--- config.mk ---
export PLATFORM = sky130hd
export DESIGN_NAME = seq_bit_serializer
export DESIGN_NICKNAME = d
export VERILOG_FILES = /design/src/rtl/seq_bit_serializer.sv
export SDC_FILE = /design/constraint.sdc
export NUM_CORES = 1
export LEC_CHECK = 0
export ABC_AREA = 1
export CAP_MARGIN = 40
export CORE_MARGIN = 5
export CORE_UTILIZATION = 52
export CTS_BUF_LIST = sky130_fd_sc_hd__clkbuf_16
export DETAILED_ROUTE_END_ITERATION = 7
export GPL_TIMING_DRIVEN = 0
export HOLD_SLACK_MARGIN = 0.12
export PLACE_DENSITY_LB_ADDON = 0.12
export SLEW_MARGIN = 25
export SYNTH_ARGS = -nofsm -noshare
export SYNTH_HDL_FRONTEND = slang
export SYNTH_SLANG_ARGS = --single-unit
--- constraint.sdc ---
create_clock -name clk -period 3.6 [get_ports clk]
set_clock_uncertainty 0.15 [all_clocks]
set_input_delay 0.54 -clock clk [delete_from_list [all_inputs] [get_ports clk]]
set_output_delay 0.54 -clock clk [all_outputs]
set_load 0.03 [all_outputs]
--- src/rtl/seq_bit_serializer.sv ---
// seq_bit_serializer: takes parallel words over valid/ready and shifts
// them out one bit at a time. Each bit is held for CLKS_PER_BIT clocks.
//
// Ports:
//   clk        - single clock, rising edge
//   rst        - synchronous active-high reset
//   in_data    - word to serialize, sampled on handshake
//   in_valid   - producer has a word
//   in_ready   - serializer can take a word this cycle (combinational)
//   bit_out    - serial data, registered
//   bit_strobe - 1-clk pulse on the first clock of every bit
//   busy       - high while a word is being shifted
//   frame_done - 1-clk pulse after a word's last bit period ends
module seq_bit_serializer #(
    parameter int WIDTH        = 8,
    parameter int CLKS_PER_BIT = 1,
    parameter bit MSB_FIRST    = 1'b1,
    parameter bit IDLE_LEVEL   = 1'b0
) (
    input  logic             clk,
    input  logic             rst,
    input  logic [WIDTH-1:0] in_data,
    input  logic             in_valid,
    output logic             in_ready,
    output logic             bit_out,
    output logic             bit_strobe,
    output logic             busy,
    output logic             frame_done
);

    localparam int DIV_W = $clog2(CLKS_PER_BIT) + 1;
    localparam int CNT_W = $clog2(WIDTH) + 1;

    localparam logic [DIV_W-1:0] DIV_LAST = DIV_W'(CLKS_PER_BIT - 1);
    localparam logic [CNT_W-1:0] CNT_LAST = CNT_W'(WIDTH - 1);

    typedef enum logic {
        S_IDLE  = 1'b0,
        S_SHIFT = 1'b1
    } state_t;

    state_t state;
    state_t state_nxt;

    logic [WIDTH-1:0] shreg;
    logic [WIDTH-1:0] shreg_nxt;
    logic [CNT_W-1:0] bit_cnt;
    logic [CNT_W-1:0] bit_cnt_nxt;
    logic [DIV_W-1:0] div_cnt;
    logic [DIV_W-1:0] div_cnt_nxt;

    logic bit_out_nxt;
    logic bit_strobe_nxt;
    logic busy_nxt;
    logic frame_done_nxt;

    logic period_end;
    logic last_bit;
    logic accept;

    // Bit that leaves the word first, in the configured order.
    function automatic logic head_bit(input logic [WIDTH-1:0] w);
        return MSB_FIRST ? w[WIDTH-1] : w[0];
    endfunction

    // Drop the head bit so the next one moves into the head position.
    function automatic logic [WIDTH-1:0] advance(input logic [WIDTH-1:0] w);
        return MSB_FIRST ? {w[WIDTH-2:0], 1'b0} : {1'b0, w[WIDTH-1:1]};
    endfunction

    assign period_end = (state == S_SHIFT) && (div_cnt == DIV_LAST);
    assign last_bit   = (bit_cnt == CNT_LAST);

    // Ready in idle, or on the final clock of the last bit so a
    // following word can start with no gap.
    assign in_ready = !rst &&
                      ((state == S_IDLE) || (period_end && last_bit));
    assign accept   = in_valid && in_ready;

    // State register
    always_ff @(posedge clk) begin
        if (rst) begin
            state <= S_IDLE;
        end else begin
            state <= state_nxt;
        end
    end

    // Next-state logic
    always_comb begin
        state_nxt = state;
        unique case (state)
            S_IDLE: begin
                if (accept) begin
                    state_nxt = S_SHIFT;
                end
            end
            S_SHIFT: begin
                if (period_end && last_bit && !accept) begin
                    state_nxt = S_IDLE;
                end
            end
            default: state_nxt = S_IDLE;
        endcase
    end

    // Output / datapath next values; outputs are registered below.
    always_comb begin
        shreg_nxt      = shreg;
        bit_cnt_nxt    = bit_cnt;
        div_cnt_nxt    = div_cnt;
        bit_out_nxt    = bit_out;
        bit_strobe_nxt = 1'b0;
        busy_nxt       = busy;
        frame_done_nxt = 1'b0;

        if (accept) begin
            // The head bit goes straight to bit_out; the register keeps
            // the remainder already advanced.
            shreg_nxt      = advance(in_data);
            bit_cnt_nxt    = '0;
            div_cnt_nxt    = '0;
            bit_out_nxt    = head_bit(in_data);
            bit_strobe_nxt = 1'b1;
            busy_nxt       = 1'b1;
            // Back-to-back accept still closes out the previous word.
            frame_done_nxt = (state == S_SHIFT);
        end else if (state == S_SHIFT) begin
            if (!period_end) begin
                div_cnt_nxt = div_cnt + DIV_W'(1);
            end else if (last_bit) begin
                div_cnt_nxt    = '0;
                bit_out_nxt    = IDLE_LEVEL;
                busy_nxt       = 1'b0;
                frame_done_nxt = 1'b1;
            end else begin
                div_cnt_nxt    = '0;
                bit_cnt_nxt    = bit_cnt + CNT_W'(1);
                bit_out_nxt    = head_bit(shreg);
                shreg_nxt      = advance(shreg);
                bit_strobe_nxt = 1'b1;
            end
        end
    end

    // Datapath and output registers
    always_ff @(posedge clk) begin
        if (rst) begin
            shreg      <= '0;
            bit_cnt    <= '0;
            div_cnt    <= '0;
            bit_out    <= IDLE_LEVEL;
            bit_strobe <= 1'b0;
            busy       <= 1'b0;
            frame_done <= 1'b0;
        end else begin
            shreg      <= shreg_nxt;
            bit_cnt    <= bit_cnt_nxt;
            div_cnt    <= div_cnt_nxt;
            bit_out    <= bit_out_nxt;
            bit_strobe <= bit_strobe_nxt;
            busy       <= busy_nxt;
            frame_done <= frame_done_nxt;
        end
    end

endmodule
==> impl_metrics.ini, run 1 <==
[grt]
grt_overflow = 0
track_usage_pct = 16.5
grt_max_degree = 11
grt_pass1_wl_um = 3080
grt_pass1_vias = 681
antenna_found_initial = 0

[hold_path]
min_path_type = reg2reg

[pwr]
ir_drop_mv = 0.284
p_leak_nw = 0.453
p_per_area_nw_per_um2 = 475
total_power_mw = 0.495

[synthesis]
synth_cells = 104
yosysSeqAreaShare_pct = 42.3
async_reset_ff_share_pct = 0
syn_nets = 116
synth_top_area_cell = dfxtp_1
synth_cell_type_count = 24
yosysTopAreaCellShare_pct = 42.3
synth_warnings = 0
synth-seq-cells = 17
synth_area_per_cell_sq_um = 7.74
synth-edff-count = 0
synthTopCellsByArea = dfxtp_1 (42%), nand2_1 (10%), a21oi_1 (6.8%)
synth_area_sq_um = 805
synth_flop_cell = dfxtp_1

[placed_design]
dpl.hpwl_um = 1250
placed_cell_area_sq_um = 965
place_inst = 134
port_buffers = 14
place_congestion = 0.785

[clock_network]
tritoncts = yes
insertion_delay_ps = 250
cts_resized = 0
clock-sinks = 17
htreeDepth = 1
clockBufferDepth = 2
cts_setup_buffers = 0
path_clk_slew_ps = 50
ctsHoldBuffers = 0
cts-buffers-inserted = 3
cts-root-buf = clkbuf_16

[setup_path]
end_kind = primary output
cp_slowest_cell = clkdlybuf4s50_1
path_max_fanout = 4
worst_ep_arrival_time_ps = 2160
path_cells = ha_1, nand2_1, nor2_4, nand2_2, a21oi_1, clkdlybuf4s50_1
max_stage_delay_ps = 730
crit_buf_inv = 1
critPathTopFamily = buffers and inverters
cp.required_ps = 2910
worstSetupPathType = reg2out
crit_path_start_kind = register

[floorplanning]
die_height_um = 49.3
rows = 14
ios = 16
dieArea_sq_um = 2430
die-width_um = 49.3
initial_core_util_pct = 54.0
core-area_sq_um = 1490

[sta]
clock.fmax_ghz = 0.351
hold_ws_ps = 326
timing.final.crit_share_pct = 79.2
tns_ps = 0
slew_headroom_pct = 63.8
finalHoldViolations = 0
setup_violations = 0
worstMarginPinSlew_ps = 542
rsz0062_at_grt = no
timing.final.crit_period_ps = 2850
drv_slew = 0

[finish]
nNetsFinal = 135
fin_cells = 138
drive_above_1_share_pct = 14.8
final_common_cell = nand2_1
layout_common_cells = nand2_1 (22), dfxtp_1 (17), clkdlybuf4s50_1 (14), a21oi_1 (11), nand3_1 (11)
diodes = 0
fin_area_sq_um = 1040
area_growth_pct = 29.7
fillers = 130

[routing]
dr.pass1.iters = 4
viasPerCell = 5.50
drt_iter0_markers = 24
ant_nets = 0
wl_um = 1840
drcViolationCount = 0
avgRoutedWirePerCell_um = 13.3
vias = 759

[run]
drv_cap = 0

[run_status]
status = completed
## worst paths after layout
| kind | start | to | slack (ps) | cells past startpoint |
|---|---|---|---|---|
| max | bit_cnt[0]$_SDFFE_PP0P_ | in_ready | 750 | 6 |
| min | shreg[1]$_SDFFE_PP0P_ | shreg[1]$_SDFFE_PP0P_ | 330 | 2 |
| max reg2reg | bit_cnt[0]$_SDFFE_PP0P_ | shreg[6]$_SDFFE_PP0P_ | 1800 | 9 |
| min reg2reg | shreg[1]$_SDFFE_PP0P_ | shreg[1]$_SDFFE_PP0P_ | 330 | 2 |
## flip-flops by register name (all words and copies together) (netlist names)
register / flops
busy: 1
bit_out: 1
state: 1
bit_cnt: 4
div_cnt: 1
shreg: 7
frame_done: 1
bit_strobe: 1
## cell usage after synthesis (2+ instances only)
library cell  instances
nand2_1              22
dfxtp_1              17
a21oi_1              11
nand3_1              11
inv_1                 8
nand4_1               7
nor2_1                4
inv_2                 3
nand2_2               3
nor2_4                3
buf_2                 2
## kinds of logic after synthesis
logic type / synth area share [%]
AO/OA/AOI/OAI: 11.0
buffers and inverters: 8.71
XOR/XNOR: 1.09
adder cells (fa/ha/maj): 1.55
AND/OR/NAND/NOR: 35.3
flip-flops: 42.3
## final cells by class
type                    count  area (sq um)  area share [%]
flip-flops and latches     17           340            32.6
inverters                  12          45.0            4.32
repair buffers             14           140            13.4
well taps                  16          20.0            1.92
clock inverters             1          3.75           0.360
clock buffers               3          75.1            7.19
plain buffers               4          25.0            2.40
multi-input cells          71           394            37.8
## per-layer routing
layer | wire [um] | part of all wire [%] | vias up | track usage (%)
li1 | - | - | 379 | -
met1 | 738 | 40 | 348 | 18.6
met2 | 955 | 52 | 27 | 28.1
met3 | 112 | 6.1 | 5 | 4.59
met4 | 35 | 1.9 | 0 | 8.07
met5 | 0 | 0 | - | 0
## worst reg2reg max path, cell delays in order (launching register included)
cell and delay, ps:
dfxtp_1 370, ha_1 180, nand2_1 110, nor2_4 140, nand2_2 110, nand2_4 130
nand3_4 120, buf_6 170, nand3_1 90, a21oi_1 90
## metrics by stage
stage	util, %	setup WS [ps]
after floorplan	-	1530
after global placement	64.8	979
after detailed placement	64.8	941
after CTS	70.1	763
after global routing	70.1	646
final	70.1	749
## where the power goes
part           total (mW)  internal, mW  switching [mW]
clock network       0.221         0.147          0.0735
logic              0.0698        0.0293          0.0405
registers           0.204         0.198         0.00603
Power figures use the tool's default switching activity.
==> inputs of run 2 (changes only) <==
--- a/config.mk
+++ b/config.mk
@@ -8,7 +8,7 @@
 export ABC_AREA = 1
 export CAP_MARGIN = 40
 export CORE_MARGIN = 5
-export CORE_UTILIZATION = 52
+export CORE_UTILIZATION = 44
 export CTS_BUF_LIST = sky130_fd_sc_hd__clkbuf_16
 export DETAILED_ROUTE_END_ITERATION = 7
 export GPL_TIMING_DRIVEN = 0
==> constraint.sdc (replaced) <==
create_clock -name clk -period 2.5 [get_ports clk]
set_clock_uncertainty 0.15 [all_clocks]
set_input_delay 0.375 -clock clk [delete_from_list [all_inputs] [get_ports clk]]
set_output_delay 0.375 -clock clk [all_outputs]
set_load 0.03 [all_outputs]
==> impl_metrics.ini, run 2 (synthesis gave the netlist of run 1 again) <==
[clock_network]
htreeDepth = 1
cts_setup_buffers = 0
tritoncts = yes
cts-root-buf = clkbuf_16
path_clk_slew_ps = 50
insertion_delay_ps = 240
clock-sinks = 17
cts-buffers-inserted = 3
clockBufferDepth = 2

[floorplanning]
dieArea_sq_um = 2780
die_height_um = 52.8
initial_core_util_pct = 46.6
ios = 16
core-area_sq_um = 1730
rows = 15
die-width_um = 52.8

[pwr]
clkPwrFrac_pct = 44.0
power_frac_comb_pct = 13.9
p_leak_nw = 0.455
p_per_area_nw_per_um2 = 665
ir_drop_mv = 0.445
sequentialPowerShare_pct = 42.0
total_power_mw = 0.700
internal_power_mw = 0.539
p_sw_mw = 0.161
switching_share_pct = 23.0

[grt]
track_usage_pct = 14.6
antenna_found_initial = 0
grt_pass1_wl_um = 2950
grt_pass1_vias = 684
grt_overflow = 0
grt_max_degree = 11

[sta]
tns_ps = 0
timing.final.crit_share_pct = 92.1
setup_violations = 0
timing.final.crit_period_ps = 2300
worst_slack_ps = 198
drv_slew = 0
slew_headroom_pct = 68.5
rsz0062_at_grt = no
hold_ws_ps = 319
finalHoldViolations = 0
clock.fmax_ghz = 0.434
worstMarginPinSlew_ps = 472

[finish]
layout_common_cells = nand2_1 (22), dfxtp_1 (17), clkdlybuf4s50_1 (13), a21oi_1 (11), nand3_1 (11)
multi_input_area_sq_um = 394
largest_reg_flops = 7
regArea_sq_um = 340
diodes = 0
fin_util_pct = 61.0
fin_area_sq_um = 1050
area_growth_pct = 30.9
fillers = 160
final_common_cell = nand2_1
fin_cells = 147
drive_above_1_share_pct = 14.8
nNetsFinal = 135
reg_top3 = shreg (7), bit_cnt (4)
largest_register = shreg

[routing]
avgRoutedWirePerCell_um = 11.7
wl_um = 1720
vias = 716
wl_met1_um = 782
dr.pass1.iters = 4
viasPerCell = 4.87
ant_nets = 0
drcViolationCount = 0
dr.max_layer_used = met4
wl_met3_um = 35
drt_iter0_markers = 8
route.met2.wl_um = 886

[setup_path]
path_cells = ha_1, nand2_1, nor2_4, nand2_2, a21oi_1, dlygate4sd2_1
cp.required_ps = 1980
r2r_cells = 9
end_kind = primary output
critPathTopFamily = buffers and inverters
max_stage_delay_ps = 430
cp_slowest_cell = dlygate4sd2_1
worst_ep_arrival_time_ps = 1780
reg2reg_from = bit_cnt[0]$_SDFFE_PP0P_
r2r_slack_ps = 770
crit_path_start_kind = register
worstSetupPathType = reg2out
timing.rr.end = shreg[4]$_SDFFE_PP0P_
crit_buf_inv = 1
path_max_fanout = 4

[placed_design]
place_inst = 143
port_buffers = 14
dpl.hpwl_um = 1280
placed_cell_area_sq_um = 976
preCtsSetupSlack_ps = 157
place_congestion = 0.744

[run_status]
status = completed

[run]
drv_cap = 0

[hold_path]
hold_end = busy$_SDFFE_PP0P_
min_path_type = reg2reg
hold_path_startpoint = busy$_SDFFE_PP0P_
hold_depth = 2
==> run 2: cell types whose count changed in the layout (fill, tap and decap cells not counted), sizes merged <==
cell / change
clkdlybuf4s50: -1
dlygate4sd2: +1
==> run 2: layout make-up <==
class                   instances  share of cell area (%)
clock buffers                   3                    7.13
flip-flops and latches         17                    32.3
well taps                      25                    2.97
repair buffers                 14                    13.2
inverters                      12                    4.28
plain buffers                   4                    2.38
multi-input cells              71                    37.4
clock inverters                 1                   0.356
==> run 2: worst reg2reg max path: stages (launching register included) <==
cell and delay, ps:
dfxtp_1 360, ha_1 180, nand2_1 100, nor2_4 130, nand2_2 110, nand2_4 130, nand3_4 120, buf_6 170
nand3_1 80, a21oi_2 60
==> run 2: timing repair <==
item	CTS	global route
setup endpoints to repair	1	0
resized for setup	1	0
hold buffers	0	0
==> run 2: worst max-delay path by stage <==
| stage | from | end | slack [ps] | cells past startpoint |
|---|---|---|---|---|
| after floorplan | bit_cnt[0]$_SDFFE_PP0P_ | in_ready | 590 | 5 |
| after global placement | bit_cnt[0]$_SDFFE_PP0P_ | in_ready | 150 | 6 |
| after detailed placement | bit_cnt[0]$_SDFFE_PP0P_ | in_ready | 160 | 6 |
| after CTS | bit_cnt[0]$_SDFFE_PP0P_ | in_ready | 170 | 6 |
| after global routing | bit_cnt[0]$_SDFFE_PP0P_ | in_ready | 50 | 6 |
| final | bit_cnt[0]$_SDFFE_PP0P_ | in_ready | 200 | 6 |
==> run 2: layer usage <==
layer / GRT usage, % / up-vias
met5: 0 / -
met4: 6.81 / 0
met3: 3.42 / 2
met2: 23.8 / 11
met1: 17.9 / 321
li1: - / 382
==> run 2: power by group through the flow <==
stage | logic, mW | registers [mW] | clock network [mW]
global placement | 0.0973 | 0.299 | 0
global route | 0.108 | 0.296 | 0.332
finish | 0.0976 | 0.294 | 0.308
CTS | 0.0989 | 0.294 | 0.316
detailed placement | 0.0994 | 0.300 | 0
floorplan | 0.0549 | 0.306 | 0
==> inputs of run 3 (changes only) <==
--- a/config.mk
+++ b/config.mk
@@ -13,7 +13,7 @@
 export DETAILED_ROUTE_END_ITERATION = 7
 export GPL_TIMING_DRIVEN = 0
 export HOLD_SLACK_MARGIN = 0.12
-export PLACE_DENSITY_LB_ADDON = 0.12
+export PLACE_DENSITY = 0.69
 export SLEW_MARGIN = 25
 export SYNTH_ARGS = -nofsm -noshare
 export SYNTH_HDL_FRONTEND = slang
==> impl_metrics.ini, run 3 (synthesis gave the netlist of run 1 again) <==
[setup_path]
worst_ep_arrival_time_ps = 1730
cp.required_ps = 1980
crit_path_start_kind = register
path_max_fanout = 4
path_cells = ha_1, nand2_1, nor2_4, nand2_2, a21oi_1, clkbuf_2
max_stage_delay_ps = 370
cp_slowest_cell = dfxtp_1
crit_buf_inv = 1
end_kind = primary output
worstSetupPathType = reg2out
critPathTopFamily = flip-flops

[grt]
track_usage_pct = 15.2
met3_usage_pct = 4.56
grt.met2_usage_pct = 23.6
antenna_found_initial = 0
grt_overflow = 0
grt_pass1_vias = 699
grt_pass1_wl_um = 2970
top_usage_layer = met2
grt_max_degree = 12
use_met1_pct = 18.2

[floorplanning]
initial_core_util_pct = 46.6
dieArea_sq_um = 2780
ios = 16
die-width_um = 52.8
core-area_sq_um = 1730
die_height_um = 52.8
rows = 15

[finish]
regArea_sq_um = 340
nNetsFinal = 135
largest_register = shreg
largest_reg_flops = 7
multi_input_area_sq_um = 394
fillers = 176
reg_top3 = shreg (7), bit_cnt (4)
fin_area_sq_um = 1050
area_growth_pct = 30.9
final_common_cell = nand2_1
drive_above_1_share_pct = 16.4
layout_common_cells = nand2_1 (22), dfxtp_1 (17), clkdlybuf4s50_1 (13), a21oi_1 (11), nand3_1 (11)
diodes = 0

[clock_network]
clockBufferDepth = 2
ctsHoldBuffers = 0
cts-buffers-inserted = 3
cts-root-buf = clkbuf_16
insertion_delay_ps = 250
clock-sinks = 17
tritoncts = yes
htreeDepth = 1
cts_setup_buffers = 0
path_clk_slew_ps = 50

[routing]
wl_um = 1720
vias = 743
avgRoutedWirePerCell_um = 11.7
viasPerCell = 5.05
drt_iter0_markers = 10
ant_nets = 0
dr.pass1.iters = 4
drcViolationCount = 0

[pwr]
p_leak_nw = 0.448
p_per_area_nw_per_um2 = 677
ir_drop_mv = 0.339

[sta]
drv_slew = 0
slew_headroom_pct = 66.2
tns_ps = 0
timing.final.crit_share_pct = 90.3
setup_violations = 0
rsz0062_at_grt = no
worstMarginPinSlew_ps = 507
finalHoldViolations = 0
timing.final.crit_period_ps = 2260
hold_ws_ps = 321
clock.fmax_ghz = 0.443

[placed_design]
placed_cell_area_sq_um = 976
port_buffers = 14
dpl.hpwl_um = 1190
place_congestion = 0.750

[hold_path]
min_path_type = reg2reg

[run_status]
status = completed

[run]
drv_cap = 0
[run 3: area by class of cell]
class                      instances  area share (%)
sequential                        17            32.3
inverter                          12            4.28
multi-input combinational         71            37.4
clock buffer                       3            7.13
buffer                             4            2.38
tap                               25            2.97
timing repair buffer              14            12.8
clock inverter                     1           0.713
[run 3: worst paths after layout]
check                                        startpoint                    end  slack (ps)  cells after the start
worst max-delay path            bit_cnt[0]$_SDFFE_PP0P_               in_ready         240                      6
worst min-delay path                  busy$_SDFFE_PP0P_      busy$_SDFFE_PP0P_         320                      2
worst max register to register  bit_cnt[0]$_SDFFE_PP0P_  shreg[7]$_SDFFE_PP0P_         710                      9
worst min register to register        busy$_SDFFE_PP0P_      busy$_SDFFE_PP0P_         320                      2
[run 3: where the power goes]
part	total, mW	internal, mW	switching (mW)
Sequential	0.294	0.286	0.00848
Clock	0.322	0.216	0.106
Combinational	0.0979	0.0411	0.0567
Total	0.714	0.542	0.171
[run 3: per-layer routing]
metal	routed length (um)	vias up
met2	839	17
met5	0	-
met4	42	0
met3	78	5
met1	756	338
li1	-	383
[run 3: per-stage QoR]
stage / utilization [%] / instances / worst slack [ps] / power, mW
floorplan: - / 104 / 593 / 0.361
global placement: 56.5 / 143 / 119 / 0.396
detailed placement: 56.5 / 143 / 52.3 / 0.399
CTS: 61.2 / 147 / 56.8 / 0.725
global route: 61.0 / 147 / 99.3 / 0.748
finish: 61.0 / 147 / 241 / 0.714
[run 3: worst register-to-register path, cell delays in order (launching register included)]
cell and delay (ps):
dfxtp_1 370, ha_1 200, nand2_1 110, nor2_4 150, nand2_2 110, nand2_4 130
nand3_4 120, buf_6 170, nand3_1 80, a21oi_1 70
[run 3: repair_timing]
action	4_1_cts	5_1_grt
setup endpoints to repair	1	1
gates resized for setup	1	2
pin swaps	0	0
